## src/rtl/sdram_port_arbiter.sv

```systemverilog
// Multi-port request arbiter in front of a single SDRAM controller, with an
// in-order read-tag FIFO that routes returning read data back to the issuing port.
// Optional build macro SDRAM_ARB_FIXED_PRIO_EN selects fixed lowest-index priority
// in place of round-robin arbitration.
module sdram_port_arbiter #(
  parameter int NPORT  = 2,
  parameter int DW     = 16,
  parameter int AW     = 24,
  parameter int ODEPTH = 8
) (
  input  logic                  clk,
  input  logic                  rst,
  input  logic [NPORT-1:0]      req_valid,
  input  logic [NPORT-1:0]      req_write,
  input  logic [NPORT*AW-1:0]   req_addr,
  input  logic [NPORT*DW-1:0]   req_wdata,
  input  logic [NPORT*DW/8-1:0] req_byteenable,
  output logic [NPORT-1:0]      req_ready,
  output logic [NPORT-1:0]      rsp_valid,
  output logic [DW-1:0]         rsp_rdata,
  output logic                  bus_req_valid,
  output logic                  bus_req_write,
  output logic [AW-1:0]         bus_req_addr,
  output logic [DW-1:0]         bus_req_wdata,
  output logic [DW/8-1:0]       bus_req_byteenable,
  input  logic                  bus_req_ready,
  input  logic                  bus_rsp_valid,
  input  logic [DW-1:0]         bus_rsp_rdata,
  output logic                  rsp_err
);

  localparam int BW   = DW / 8;
  localparam int TW   = (NPORT > 1) ? $clog2(NPORT) : 1;
  localparam int PTRW = (ODEPTH > 1) ? $clog2(ODEPTH) : 1;
  localparam int CW   = PTRW + 1;

  logic [TW-1:0]   tag_mem_q [ODEPTH];
  logic [PTRW-1:0] wr_ptr_q, wr_ptr_d;
  logic [PTRW-1:0] rd_ptr_q, rd_ptr_d;
  logic [CW-1:0]   cnt_q, cnt_d;
  logic            rsp_err_q, rsp_err_d;

  logic             fifo_full, fifo_empty;
  logic             accept, push, pop;
  logic [NPORT-1:0] eligible, grant;
  logic [TW-1:0]    gidx, start;

  assign fifo_full  = (cnt_q == CW'(ODEPTH));
  assign fifo_empty = (cnt_q == '0);

  // A full tag FIFO blocks reads even if a pop frees a slot this cycle.
  assign eligible = req_valid & (req_write | {NPORT{~fifo_full}});

`ifdef SDRAM_ARB_FIXED_PRIO_EN
  assign start = '0;
`else
  logic [TW-1:0] rr_ptr_q, rr_ptr_d;

  assign start = rr_ptr_q;

  always_comb begin
    rr_ptr_d = rr_ptr_q;
    if (accept) rr_ptr_d = (gidx == TW'(NPORT - 1)) ? '0 : gidx + TW'(1);
  end

  always_ff @(posedge clk) begin
    if (rst) rr_ptr_q <= '0;
    else     rr_ptr_q <= rr_ptr_d;
  end
`endif

  always_comb begin
    logic [TW:0]   sum;
    logic [TW-1:0] idx;
    logic          found;
    grant = '0;
    gidx  = '0;
    found = 1'b0;
    sum   = '0;
    idx   = '0;
    for (int k = 0; k < NPORT; k++) begin
      sum = {1'b0, start} + (TW+1)'(k);
      if (sum >= (TW+1)'(NPORT)) sum = sum - (TW+1)'(NPORT);
      idx = sum[TW-1:0];
      if (!found && eligible[idx]) begin
        found      = 1'b1;
        grant[idx] = 1'b1;
        gidx       = idx;
      end
    end
  end

  // Grant is one-hot or zero, so an AND-OR mux yields a zero payload when idle.
  always_comb begin
    bus_req_write      = 1'b0;
    bus_req_addr       = '0;
    bus_req_wdata      = '0;
    bus_req_byteenable = '0;
    for (int i = 0; i < NPORT; i++) begin
      bus_req_write      = bus_req_write | (req_write[i] & grant[i]);
      bus_req_addr       = bus_req_addr | (req_addr[i*AW +: AW] & {AW{grant[i]}});
      bus_req_wdata      = bus_req_wdata | (req_wdata[i*DW +: DW] & {DW{grant[i]}});
      bus_req_byteenable = bus_req_byteenable | (req_byteenable[i*BW +: BW] & {BW{grant[i]}});
    end
  end

  assign bus_req_valid = |eligible;
  assign req_ready     = grant & {NPORT{bus_req_ready}};
  assign accept        = bus_req_valid & bus_req_ready;
  assign push          = accept & ~bus_req_write;
  assign pop           = bus_rsp_valid & ~fifo_empty;
  assign rsp_rdata     = bus_rsp_rdata;
  assign rsp_err       = rsp_err_q;

  always_comb begin
    rsp_valid = '0;
    if (pop) rsp_valid[tag_mem_q[rd_ptr_q]] = 1'b1;
  end

  always_comb begin
    wr_ptr_d  = push ? wr_ptr_q + PTRW'(1) : wr_ptr_q;
    rd_ptr_d  = pop  ? rd_ptr_q + PTRW'(1) : rd_ptr_q;
    rsp_err_d = rsp_err_q | (bus_rsp_valid & fifo_empty);
    cnt_d     = cnt_q;
    case ({push, pop})
      2'b10:   cnt_d = cnt_q + CW'(1);
      2'b01:   cnt_d = cnt_q - CW'(1);
      default: cnt_d = cnt_q;
    endcase
  end

  always_ff @(posedge clk) begin
    if (push) tag_mem_q[wr_ptr_q] <= gidx;
  end

  always_ff @(posedge clk) begin
    if (rst) begin
      wr_ptr_q  <= '0;
      rd_ptr_q  <= '0;
      cnt_q     <= '0;
      rsp_err_q <= 1'b0;
    end else begin
      wr_ptr_q  <= wr_ptr_d;
      rd_ptr_q  <= rd_ptr_d;
      cnt_q     <= cnt_d;
      rsp_err_q <= rsp_err_d;
    end
  end

endmodule
```

## config.mk

```make
export PLATFORM = sky130hd
export DESIGN_NAME = sdram_port_arbiter
export DESIGN_NICKNAME = d
export VERILOG_FILES = /design/src/rtl/sdram_port_arbiter.sv
export SDC_FILE = /design/constraint.sdc
export NUM_CORES = 1
export LEC_CHECK = 0
export ABC_AREA = 1
export BUFFER_PORTS_ARGS = -buffer_cell sky130_fd_sc_hd__clkbuf_2
export CAP_MARGIN = 20
export CORE_MARGIN = 2
export CORE_UTILIZATION = 38
export CTS_BUF_LIST = sky130_fd_sc_hd__clkbuf_4
export DETAILED_ROUTE_END_ITERATION = 7
export GPL_TIMING_DRIVEN = 0
export PLACE_DENSITY = 0.83
export SYNTH_ARGS = -nofsm -noshare
export SYNTH_HDL_FRONTEND = slang
export SYNTH_SLANG_ARGS = --single-unit
```

## constraint.sdc

```tcl
create_clock -name clk -period 3.3 [get_ports clk]
set_input_delay 0.99 -clock clk [delete_from_list [all_inputs] [get_ports clk]]
set_output_delay 0.99 -clock clk [all_outputs]
set_load 0.02 [all_outputs]
```

# Word level (Yosys, flattened, before mapping)
# Memories as Yosys holds them, arrays and structs flattened. A register that Yosys moved wholly into a read port is not among the register bits.
# Index checks and enable logic that the tools add are counted.
word_totals:
  mem_count: 1
  mem_bits_rw: 8
  register_bits: 12
  out_inout_bits: 65
  in_bits: 108
  wordCells: 81
classes:
  mux: 24
  n_eq_ne: 3
  bitwise: 24
  add_sub_neg: 8
  reduce_logical: 8
  order_cmp: 8
mem_list:
  columns: ["memory", "depth", "width", "read_ports", "rd_ports_with_merged_regs", "wr", "line_no", "rtl"]
  rows:
  - ["tag_mem_q", 8, 1, 1, 1, 1, "37", "logic [TW-1:0] tag_mem_q [ODEPTH];"]
ops:
  columns: ["operator", "n"]
  rows:
  - ["24-bit bitwise AND", 2]
  - ["16-bit bitwise AND", 2]
  - ["24-bit OR", 1]
  - ["16-bit OR", 1]
  - ["1-bit two-way mux", 15]
  - ["2-bit bitwise AND", 4]
  - ["4-bit one-hot mux with 2 select lines", 1]
  - ["3-bit by 1-bit adder with 3-bit output, second input constant", 2]
  - ["1-bit bitwise AND", 6]
  - ["1-bit by 2-bit < comparator with 1-bit output, second input constant", 3]
  - ["2-bit two-way mux", 3]
  - ["3-bit two-way mux", 2]
  - ["2-bit OR", 3]
  - ["4-bit by 1-bit adder with 4-bit output, second input constant", 1]
  - ["4-bit == test, second input constant", 1]
  - ["1-bit logical AND", 4]
  - ["4-bit logical NOT", 1]
  - ["4-bit by 1-bit subtractor with 4-bit output, second input constant", 1]
  - ["1-bit demux with 1-bit select", 3]
  - ["1-bit >= comparator, second input constant", 3]
  - ["1-bit NOT", 3]
  - ["1-bit by 1-bit adder with 2-bit output, second input constant", 1]
  - ["2-bit by 1-bit == test with 1-bit output, second input constant", 1]
  - ["2-bit == test, second input constant", 1]
  - ["other kinds (8)", 10]

# Depth between registers and ports, before layout
# Gate-level depths: netlist of the first run.
depth:
  word_depth: 16
  mapped_depth: 15
  depth_no_buf: 15

# Least setup slack after synthesis of the first run
# Ideal clock, no wire load.
synth_timing:
  kind: "input -> output"
  from: "input req_write[0]"
  to: "output bus_req_addr[14]"
  n_path_buf: 1
  arrival_time_ns: 1.839
  slack_ns: 0.471
  t_required_ns: 2.310
  path_stages: 7
  cell_sequence: "inv_1 -> nand3_2 -> nand3_1 -> nand2_2 -> inv_2 -> buf_6 -> a32o_1"
synth_between:
  elab_chain_cells: 10
  elab_cells_between_ends: 15
  classes_between: "mux (7); bitwise (6); reduce/logical (2)"
synth_rtl:
  columns: ["item", "line_no", "rtl"]
  rows:
  - ["start: declaration", "14", "input logic [NPORT-1:0] req_write,"]
  - ["2-bit OR (*)", "52", "assign eligible = req_valid & (req_write | {NPORT{~fifo_full}});"]
  - ["2-bit bitwise AND (*)", "52", null]
  - ["1-bit two-way mux (not written as such) (2 in a row)", "85", "if (!found && eligible[idx]) begin"]
  - ["1-bit two-way mux", "85", null]
  - ["1-bit logical NOT", "85", null]
  - ["1-bit logical AND", "85", null]
  - ["2-bit two-way mux (*)", "85", null]
  - ["24-bit bitwise AND", "101", "bus_req_addr = bus_req_addr | (req_addr[i*AW +: AW] & {AW{grant[i]}});"]
  - ["24-bit OR (*)", "101", null]
  - ["end: declaration", "23", "output logic [AW-1:0] bus_req_addr,"]
# Every way passes the cells marked *; elsewhere a longest branch is shown, timed or not. The select of a mux whose other input is x is not followed.

# Final worst setup path of the first run
layout_timing:
  from: "input req_write[0]"
  to: "output bus_req_addr[16]"
# The elaborated chain is that of the path after synthesis.

==> flow_metrics.env, run 1 <==
export IMPL_fp_dieH_microns=73.2
export IMPL_cts_tree="built"
export IMPL_slew_headroom_pct=83.2
export IMPL_final_layout_size_suffix_gt1_share_pct=54.7
export IMPL_n_fill_cell=426
export IMPL_area_delta_synth_final_pct=48.1
export IMPL_cts_hold_buf=0
export IMPL_path_clk_slew_ns=0.12
export IMPL_max_freq_mhz=318
export IMPL_wirelength_microns=5930
export IMPL_crit_required_ns=2.31
export IMPL_cp_max_fo=17
export IMPL_dp_hpwl_microns=4980
export IMPL_routed_via_density=5.25
export IMPL_fin_cells=425
export IMPL_grt_pass1_wl_microns=8880
export IMPL_synth_top_area_cell="a32o_1"
export IMPL_synth_area_leaders="a32o_1, dfxtp_1, edfxtp_1"
export IMPL_die_area_sq_um=5360
export IMPL_grt_max_degree=18
export IMPL_hold_viol=0
export IMPL_tightest_slew_ns=0.251
export IMPL_crit_arrival_ns=2.16
export IMPL_worstSetupEndpointType="primary output"
export IMPL_grt_pass1_vias=2011
export IMPL_ioPinCount=173
export IMPL_cts_setup_buffers=0
export IMPL_status="complete, no violations"
export IMPL_power_density_nw_per_um2=461
export IMPL_vias=2233
export IMPL_antenna_left=0
export IMPL_synth_area_sq_um=1820
export IMPL_hold_class="reg2reg"
export IMPL_syn_area_per_cell_sq_um=8.63
export IMPL_cts_root_buf="clkbuf_4"
export IMPL_power_frac_comb_pct=57.8
export IMPL_rr_worst_depth=14
export IMPL_rsz0062_at_grt="false"
export IMPL_rows=25
export IMPL_dp_cells=421
export IMPL_cts_buffers_inserted=3
export IMPL_startpoint_type="input pin"
export IMPL_synth_distinct_cells=30
export IMPL_finalCriticalPeriod_ns=3.15
export IMPL_setup_viol=0
export IMPL_post_drt_wl_per_cell_microns=14.0
export IMPL_portBuffers=156
export IMPL_antennaDiodeCount=0
export IMPL_synth_edf_count=8
export IMPL_grt_usage_pct=20.7
export IMPL_maxCapViolCount=0
export IMPL_timing_final_crit_share_pct=95.4
export IMPL_cts_resized=0
export IMPL_synth_most_common_cell="a32o_1"
export IMPL_antenna_found_initial=0
export IMPL_synth_top_area_share_pct=23.1
export IMPL_p_sw_share_pct=45.3
export IMPL_drc=0
export IMPL_async_flop_share_pct=0
export IMPL_core_sq_um=4660
export IMPL_gr_total_overflow=0
export IMPL_setup_tns_ns=0
export IMPL_postSynthCellCount=211
export IMPL_synth_ff_type="dfxtp_1"
export IMPL_drv_slew=0
export IMPL_clkSinkCount=23
export IMPL_drtPass1Iterations=4
export IMPL_seqPwrFrac_pct=31.7
export IMPL_ys_seq_area_share_pct=29.7
export IMPL_fin_nets=485
export IMPL_drtIter0Drc=103
export IMPL_ir_drop_v=0.000275
export IMPL_hold_depth=2
export IMPL_criticalPathCategory="in2out"
export IMPL_dieWidth_microns=73.2
export IMPL_cts_buffer_depth=2
export IMPL_intPower_uw=679
export IMPL_gp_congestion=0.882
export IMPL_skew_ns=0.00998
export IMPL_initial_utilization_pct=39.1
export IMPL_switchingPower_uw=563
export IMPL_h_tree_depth=1
export IMPL_clkPwrFrac_pct=10.5
export IMPL_clkLatencyLatePin_ns=0.32
export IMPL_syn_nets=324
export IMPL_yosys_top_cells_count="a32o_1, nand2_1, nor2_1"
export IMPL_ys_warn_count=0
export IMPL_leakage_uw=0.00141
export IMPL_ys_ff_latch=23
-- critical path, stage by stage --
cell	delay (ns)
clkbuf_2	0.11
inv_1	0.07
nand3_2	0.10
nand3_1	0.14
nand2_2	0.08
inv_2	0.14
buf_6	0.19
a32o_1	0.16
clkbuf_2	0.17
-- power by group through the flow --
stage               logic [uW]  clock network, uW  registers [uW]
floorplan                  496                  0             396
global placement           700                  0             396
detailed placement         718                  0             400
CTS                        721                134             394
global route               796                148             402
finish                     718                130             394
-- placed cells by master (no fill, tap or decap), drive strengths merged --
cell,netlist,routed
nor3,4,4
nand2,23,23
o32ai,1,1
clkinv,0,1
clkbuf,0,159
o22ai,1,1
nor2,22,22
ha,5,5
edfxtp,8,8
a32o,42,42
xor2,3,3
o21ai,8,8
xnor2,1,1
nand3,11,11
buf,28,28
inv,22,22
dfxtp,15,15
mux2i,1,1
nand4,3,3
o21a,1,1
a21oi,12,12
-- cell families (layout without fill, tap and decap cells) --
group / after synthesis / count (layout) / synth area share (%)
compound gates: 65 / 65 / 30.4
xor+xnor: 4 / 4 / 1.92
fa+ha+maj: 5 / 5 / 3.44
buf+inv: 50 / 210 / 15.8
flops: 23 / 23 / 29.7
mux: 1 / 1 / 0.550
simple gates: 63 / 63 / 18.1
-- stage by stage --
stage	hold slack, ns	setup WS (ns)	instance area [sq um]	total power (uW)	utilization (%)
after CTS	0.478	0.134	2700	1250	57.9
after global routing	0.515	0.0559	2700	1350	57.9
after floorplan	0.433	0.471	1820	892	-
final	0.473	0.151	2700	1240	57.9
after detailed placement	0.458	0.136	2670	1120	57.3
after global placement	0.437	0.147	2670	1100	57.3
-- per-layer routing --
metal  GRT usage, %  share of wire (%)  vias up  wire, microns
met5              0                  0        -              0
met4           2.47               0.74        0             44
met3           5.25                 10       10            604
met2           36.1                 49      119           2910
met1           26.2                 40     1010           2380
li1               -                  -     1094              -
-- final timing paths --
check,startpoint,to,slack (ns)
worst max-delay path,req_write[0],bus_req_addr[16],0.15
worst min-delay path,rd_ptr_q[2],rd_ptr_q[2],0.47
worst max register to register,cnt_q[3],cnt_q[2],0.99
worst min register to register,rd_ptr_q[2],rd_ptr_q[2],0.47
-- area by class of cell --
type,instances,area (sq um),share of cell area (%)
well taps,54,67.6,2.51
clock buffers,3,22.5,0.835
repair buffers,156,781,29.0
flip-flops and latches,23,541,20.0
clock inverters,1,5.00,0.186
plain buffers,28,205,7.61
inverters,22,82.6,3.06
multi-input cells,138,992,36.8
Note: power is estimated with default switching activity, not from simulation.
==> run 2, diff against run 1 <==
Settings changed: ABC_AREA 1 to default, CORE_UTILIZATION 38 to 37, PLACE_DENSITY 0.83 to 0.82.
==> flow_metrics.env, run 2 <==
export IMPL_status="finished with violations"
export IMPL_violations="design-rule violations"
export IMPL_dieWidth_microns=72.7
export IMPL_ys_ff_latch=23
export IMPL_antenna_found_initial=0
export IMPL_max_freq_mhz=304
export IMPL_drtIter0Drc=65
export IMPL_tightest_slew_ns=0.469
export IMPL_cts_tree="built"
export IMPL_syn_area_per_cell_sq_um=9.64
export IMPL_grt_pass1_wl_microns=9160
export IMPL_whs_endpoint="rsp_err"
export IMPL_gr_total_overflow=0
export IMPL_cp_max_fo=10
export IMPL_drtPass1Iterations=6
export IMPL_synth_distinct_cells=38
export IMPL_vias=2095
export IMPL_async_flop_share_pct=0
export IMPL_startpoint="cnt_q[0]"
export IMPL_antennaDiodeCount=0
export IMPL_timing_final_crit_share_pct=99.8
export IMPL_die_area_sq_um=5280
export IMPL_setup_slack_ns=0.00598
export IMPL_ioPinCount=173
export IMPL_postSynthCellCount=181
export IMPL_hp_start="rsp_err"
export IMPL_yosys_top_cells_count="a22o_1, buf_4, dfxtp_1"
export IMPL_rows=24
export IMPL_synth_fa_ha_area_share_pct=3.58
export IMPL_post_place_ws_ns=-0.0733
export IMPL_ys_warn_count=0
export IMPL_criticalPathCategory="reg2out"
export IMPL_r2r_slack_ns=0.38
export IMPL_finalCriticalPeriod_ns=3.29
export IMPL_cts_buffer_depth=2
export IMPL_worstReg2RegEnd="cnt_q[3]"
export IMPL_leakage_uw=0.00155
export IMPL_synth_area_leaders="a22o_1, dfxtp_1, edfxtp_1"
export IMPL_fp_dieH_microns=72.7
export IMPL_synth_edf_count=8
export IMPL_synth_most_common_cell="a22o_1"
export IMPL_yosys_area_share_simple_pct=14.7
export IMPL_drv_slew=0
export IMPL_r2r_start="rr_ptr_q"
export IMPL_clkSinkCount=23
export IMPL_syn_nets=294
export IMPL_synth_area_sq_um=1750
export IMPL_synth_ff_type="dfxtp_1"
export IMPL_synth_top_area_share_pct=21.1
export IMPL_grt_max_degree=18
export IMPL_skew_ns=0.0174
export IMPL_post_drt_wl_per_cell_microns=16.5
export IMPL_dp_hpwl_microns=4940
export IMPL_hold_depth=2
export IMPL_worstSetupEndpointType="primary output"
export IMPL_path_clk_slew_ns=0.14
export IMPL_core_sq_um=4440
export IMPL_yosys_mux_area_fraction_pct=6.31
export IMPL_drc=1
export IMPL_portBuffers=156
export IMPL_ys_seq_area_share_pct=31.0
export IMPL_rr_worst_depth=9
export IMPL_grt_pass1_vias=1950
export IMPL_synth_compound_area_share_pct=28.8
export IMPL_routed_via_density=5.21
export IMPL_maxCapViolCount=0
export IMPL_wirelength_microns=6620
export IMPL_clkLatencyLatePin_ns=0.32
export IMPL_rsz0062_at_grt="true"
export IMPL_layout_commonest_cell="clkbuf_2"
export IMPL_synth_top_family_by_area="compound AO/OA/AOI/OAI gates"
export IMPL_stdcell_area_sq_um=3000
export IMPL_grt_usage_pct=21.8
export IMPL_crit_arrival_ns=2.30
export IMPL_gp_congestion=0.813
export IMPL_ir_drop_v=0.000221
export IMPL_final_layout_size_suffix_gt1_share_pct=59.4
export IMPL_area_delta_synth_final_pct=72.0
export IMPL_hold_viol=0
export IMPL_hold_class="reg2reg"
export IMPL_power_density_nw_per_um2=512
export IMPL_h_tree_depth=1
export IMPL_synth_top_area_cell="a22o_1"
export IMPL_antenna_left=0
export IMPL_startpoint_type="flip-flop"
export IMPL_cts_root_buf="clkbuf_4"
export IMPL_slew_headroom_pct=68.7
export IMPL_cts_buffers_inserted=3
export IMPL_layout_common_cells="clkbuf_2, buf_6, a22o_1"
export IMPL_place_area_sq_um=2590
export IMPL_initial_utilization_pct=39.3
export IMPL_setup_viol=0
export IMPL_synth_xor_area_share_pct=2.51
export IMPL_fin_nets=464
export IMPL_crit_required_ns=2.31
==> run 2: cell types whose count changed after synthesis, moves of 4 or more <==
cell	before	now
buf_4	16	20
a21oi_1	11	7
nand3_2	4	0
nor2b_1	0	8
inv_1	19	2
a22o_1	0	42
mux2_2	0	4
nand3_1	5	0
buf_2	8	0
a32o_1	42	0
nor4b_1	0	4
o21ai_0	7	3
nand2_1	20	7
nor2_1	20	12
==> run 2: through the flow <==
step,util [%],TNS (ns),hold slack [ns],std cells,total power [uW]
after global placement,58.3,-0.0443,0.446,389,1190
final,67.6,0,0.486,402,1540
after detailed placement,58.3,-0.102,0.456,389,1210
after global routing,67.6,-1.02,0.538,402,1640
after floorplan,-,0,0.454,181,962
after CTS,59.9,0,0.490,395,1370
==> run 2: how the worst max path moves through the flow <==
stage | endpoint | slack (ns)
2_1_floorplan | cnt_q[3] | 0.31
4_1_cts | bus_req_addr[14] | 0.0003
3_5_place_dp | cnt_q[3] | -0.07
3_3_place_gp | cnt_q[3] | -0.04
6_report | bus_req_addr[13] | 0.006
5_1_grt | bus_req_addr[13] | -0.04
==> run 2: cells by family after synthesis <==
kind of cell	after synthesis
buffers and inverters	31
AND/OR/NAND/NOR	46
AO/OA/AOI/OAI	63
adder cells (fa/ha/maj)	5
XOR/XNOR	5
multiplexers	8
flip-flops	23
==> run 2: repair_timing <==
| action | 4_1_cts | 5_1_grt |
|---|---|---|
| endpoints found under the setup margin | 40 | 40 |
| resized for setup | 9 | 129 |
| hold buffers | 0 | 0 |
| pin swaps | 1 | 39 |
| buffers inserted | 2 | 7 |
==> run 2: per-layer routing <==
layer / vias up / wire [microns] / GRT usage [%]
met3: 18 / 582 / 6.63
met5: - / 0 / 0
met4: 0 / 146 / 7.41
met2: 90 / 3410 / 36.3
met1: 972 / 2480 / 26.8
li1: 1015 / - / -
==> run 2: power by group <==
| group | internal (uW) | switching, uW |
|---|---|---|
| registers | 348 | 37.4 |
| logic | 510 | 509 |
| clock network | 45.4 | 88.0 |
==> run 2: worst max-delay path: stages, from the launching register on <==
cell,delay (ns)
dfxtp_4,0.37
or4b_4,0.58
o21a_4,0.26
o21a_1,0.11
buf_6,0.14
buf_8,0.14
a22o_1,0.24
buf_6,0.13
==> run 2: area by class of cell <==
type / count / area (sq um)
plain buffers: 28 / 253
fillers: 368 / 1440
multi-input cells: 127 / 1000
repair buffers: 165 / 1090
flip-flops and latches: 23 / 549
inverters: 3 / 11.3
clock buffers: 3 / 22.5
clock inverters: 1 / 5.00
well taps: 52 / 65.1
==> run 3, diff against run 2 <==
Settings changed: CAP_MARGIN 20 to default, CORE_UTILIZATION 37 to 36, CTS_BUF_LIST sky130_fd_sc_hd__clkbuf_4 to sky130_fd_sc_hd__clkbuf_16, PLACE_DENSITY 0.82 to 0.81.
==> flow_metrics.env, run 3 (synthesis results as in run 2) <==
export IMPL_ioPinCount=173
export IMPL_stdcell_area_sq_um=2730
export IMPL_cts_buffer_depth=2
export IMPL_hold_depth=2
export IMPL_grt_pass1_vias=1891
export IMPL_wl_met3_microns=476
export IMPL_grt_max_degree=18
export IMPL_wl_met1_microns=2310
export IMPL_drv_slew=0
export IMPL_n_fill_cell=448
export IMPL_tightest_slew_ns=0.476
export IMPL_gr_total_overflow=0
export IMPL_h_tree_depth=1
export IMPL_rsz0062_at_grt="true"
export IMPL_slew_headroom_pct=68.3
export IMPL_r2r_start="rr_ptr_q"
export IMPL_startpoint_type="flip-flop"
export IMPL_cts_root_buf="clkbuf_16"
export IMPL_vias=2045
export IMPL_whs_endpoint="rsp_err"
export IMPL_skew_ns=0.00128
export IMPL_antenna_found_initial=0
export IMPL_crit_required_ns=2.31
export IMPL_rows=25
export IMPL_timing_final_crit_share_pct=98.0
export IMPL_hp_start="rsp_err"
export IMPL_setup_viol=0
export IMPL_clkLatencyLatePin_ns=0.26
export IMPL_post_drt_wl_per_cell_microns=15.0
export IMPL_power_density_nw_per_um2=549
export IMPL_portBuffers=156
export IMPL_dp_hpwl_microns=4940
export IMPL_gp_congestion=0.796
export IMPL_initial_utilization_pct=37.2
export IMPL_leakage_uw=0.00146
export IMPL_wirelength_microns=5960
export IMPL_fp_dieH_microns=73.6
export IMPL_place_area_sq_um=2590
export IMPL_antenna_left=0
export IMPL_core_sq_um=4690
export IMPL_rr_worst_depth=9
export IMPL_status="complete, no violations"
export IMPL_routed_via_density=5.14
export IMPL_worstReg2RegEnd="cnt_q[3]"
export IMPL_ir_drop_v=0.000266
export IMPL_criticalPathCategory="reg2out"
export IMPL_drtPass1Iterations=4
export IMPL_drtIter0Drc=93
export IMPL_antennaDiodeCount=0
export IMPL_cp_max_fo=17
export IMPL_cts_tree="built"
export IMPL_grt_usage_pct=20.8
export IMPL_cts_buffers_inserted=3
export IMPL_final_layout_size_suffix_gt1_share_pct=58.7
export IMPL_hold_viol=0
export IMPL_die_area_sq_um=5420
export IMPL_finalPower_uw=1500
export IMPL_grt_pass1_wl_microns=8800
export IMPL_drc=0
export IMPL_clkSinkCount=23
export IMPL_dieWidth_microns=73.6
export IMPL_highest_layer="met4"
export IMPL_maxCapViolCount=0
export IMPL_met2_wirelength_microns=3090
export IMPL_path_clk_slew_ns=0.06
export IMPL_crit_arrival_ns=2.24
export IMPL_max_freq_mhz=309
export IMPL_cts_hold_buf=0
export IMPL_area_delta_synth_final_pct=56.3
export IMPL_layout_common_cells="clkbuf_2, a22o_1, buf_4"
export IMPL_r2r_slack_ns=0.59
export IMPL_worstSetupEndpointType="primary output"
export IMPL_layout_commonest_cell="clkbuf_2"
export IMPL_fin_nets=458
export IMPL_hold_class="reg2reg"
export IMPL_finalCriticalPeriod_ns=3.23
==> run 3: cell count changes in the layout (fill, tap and decap cells not counted) <==
| cell | previous run | this run |
|---|---|---|
| inv_2 | 0 | 1 |
| buf_2 | 0 | 2 |
| clkbuf_2 | 116 | 154 |
| clkinv_1 | 1 | 0 |
| buf_8 | 3 | 0 |
| clkbuf_16 | 0 | 3 |
| dfxtp_4 | 2 | 0 |
| buf_4 | 26 | 22 |
| buf_12 | 1 | 0 |
| clkbuf_4 | 3 | 0 |
| buf_6 | 44 | 6 |
| dfxtp_2 | 1 | 2 |
| dfxtp_1 | 12 | 13 |
==> run 3: per-stage QoR <==
step | TNS (ns) | cells | util (%) | setup WS, ns | hold WS (ns)
after CTS | 0 | 395 | 57.3 | 0.00603 | 0.471
after global placement | -0.0219 | 391 | 55.3 | -0.0219 | 0.446
after global routing | -0.0510 | 398 | 58.2 | -0.0271 | 0.515
after detailed placement | -0.254 | 391 | 55.3 | -0.137 | 0.456
after floorplan | 0 | 181 | - | 0.306 | 0.454
final | 0 | 398 | 58.2 | 0.0656 | 0.467
==> run 3: how the worst max path moves through the flow <==
stage	slack [ns]	endpoint	startpoint	cells past startpoint
floorplan	0.31	cnt_q[3]	req_valid[1]	8
global placement	-0.02	cnt_q[3]	req_valid[0]	9
detailed placement	-0.14	cnt_q[3]	req_valid[0]	9
CTS	0.006	bus_req_addr[16]	cnt_q[0]	7
global route	-0.03	bus_req_addr[8]	cnt_q[2]	6
finish	0.07	bus_req_addr[16]	cnt_q[2]	7
==> run 3: layer usage <==
layer,vias up,track usage [%]
met2,80,36.3
met1,954,24.4
met4,0,5.45
li1,1002,-
met5,-,0
met3,9,6.58
==> run 3: report_power, final <==
group	switching, uW	internal, uW
Combinational	467	375
Sequential	49.1	345
Clock	99.0	163
Total	615	883
==> run 3: critical path: stages (launching register included) <==
cell      delay, ns
dfxtp_2        0.35
or4b_4         0.60
o21a_4         0.25
o21a_1         0.11
buf_6          0.13
buf_6          0.15
a22o_1         0.24
clkbuf_2       0.16
==> run 3: timing repair <==
item / CTS / global route
gates resized for setup: 3 / 8
pin swaps: 1 / 2
setup endpoints to repair: 40 / 42
setup buffers: 0 / 3
==> run 3: layout make-up <==
| type | count | area, sq um | area share (%) |
|---|---|---|---|
| multi-input combinational | 127 | 1000 | 36.7 |
| buffer | 28 | 221 | 8.12 |
| inverter | 3 | 11.3 | 0.413 |
| clock inverter | 1 | 5.00 | 0.183 |
| clock buffer | 3 | 75.1 | 2.75 |
| timing repair buffer | 159 | 803 | 29.4 |
| tap | 54 | 67.6 | 2.48 |
| sequential | 23 | 543 | 19.9 |
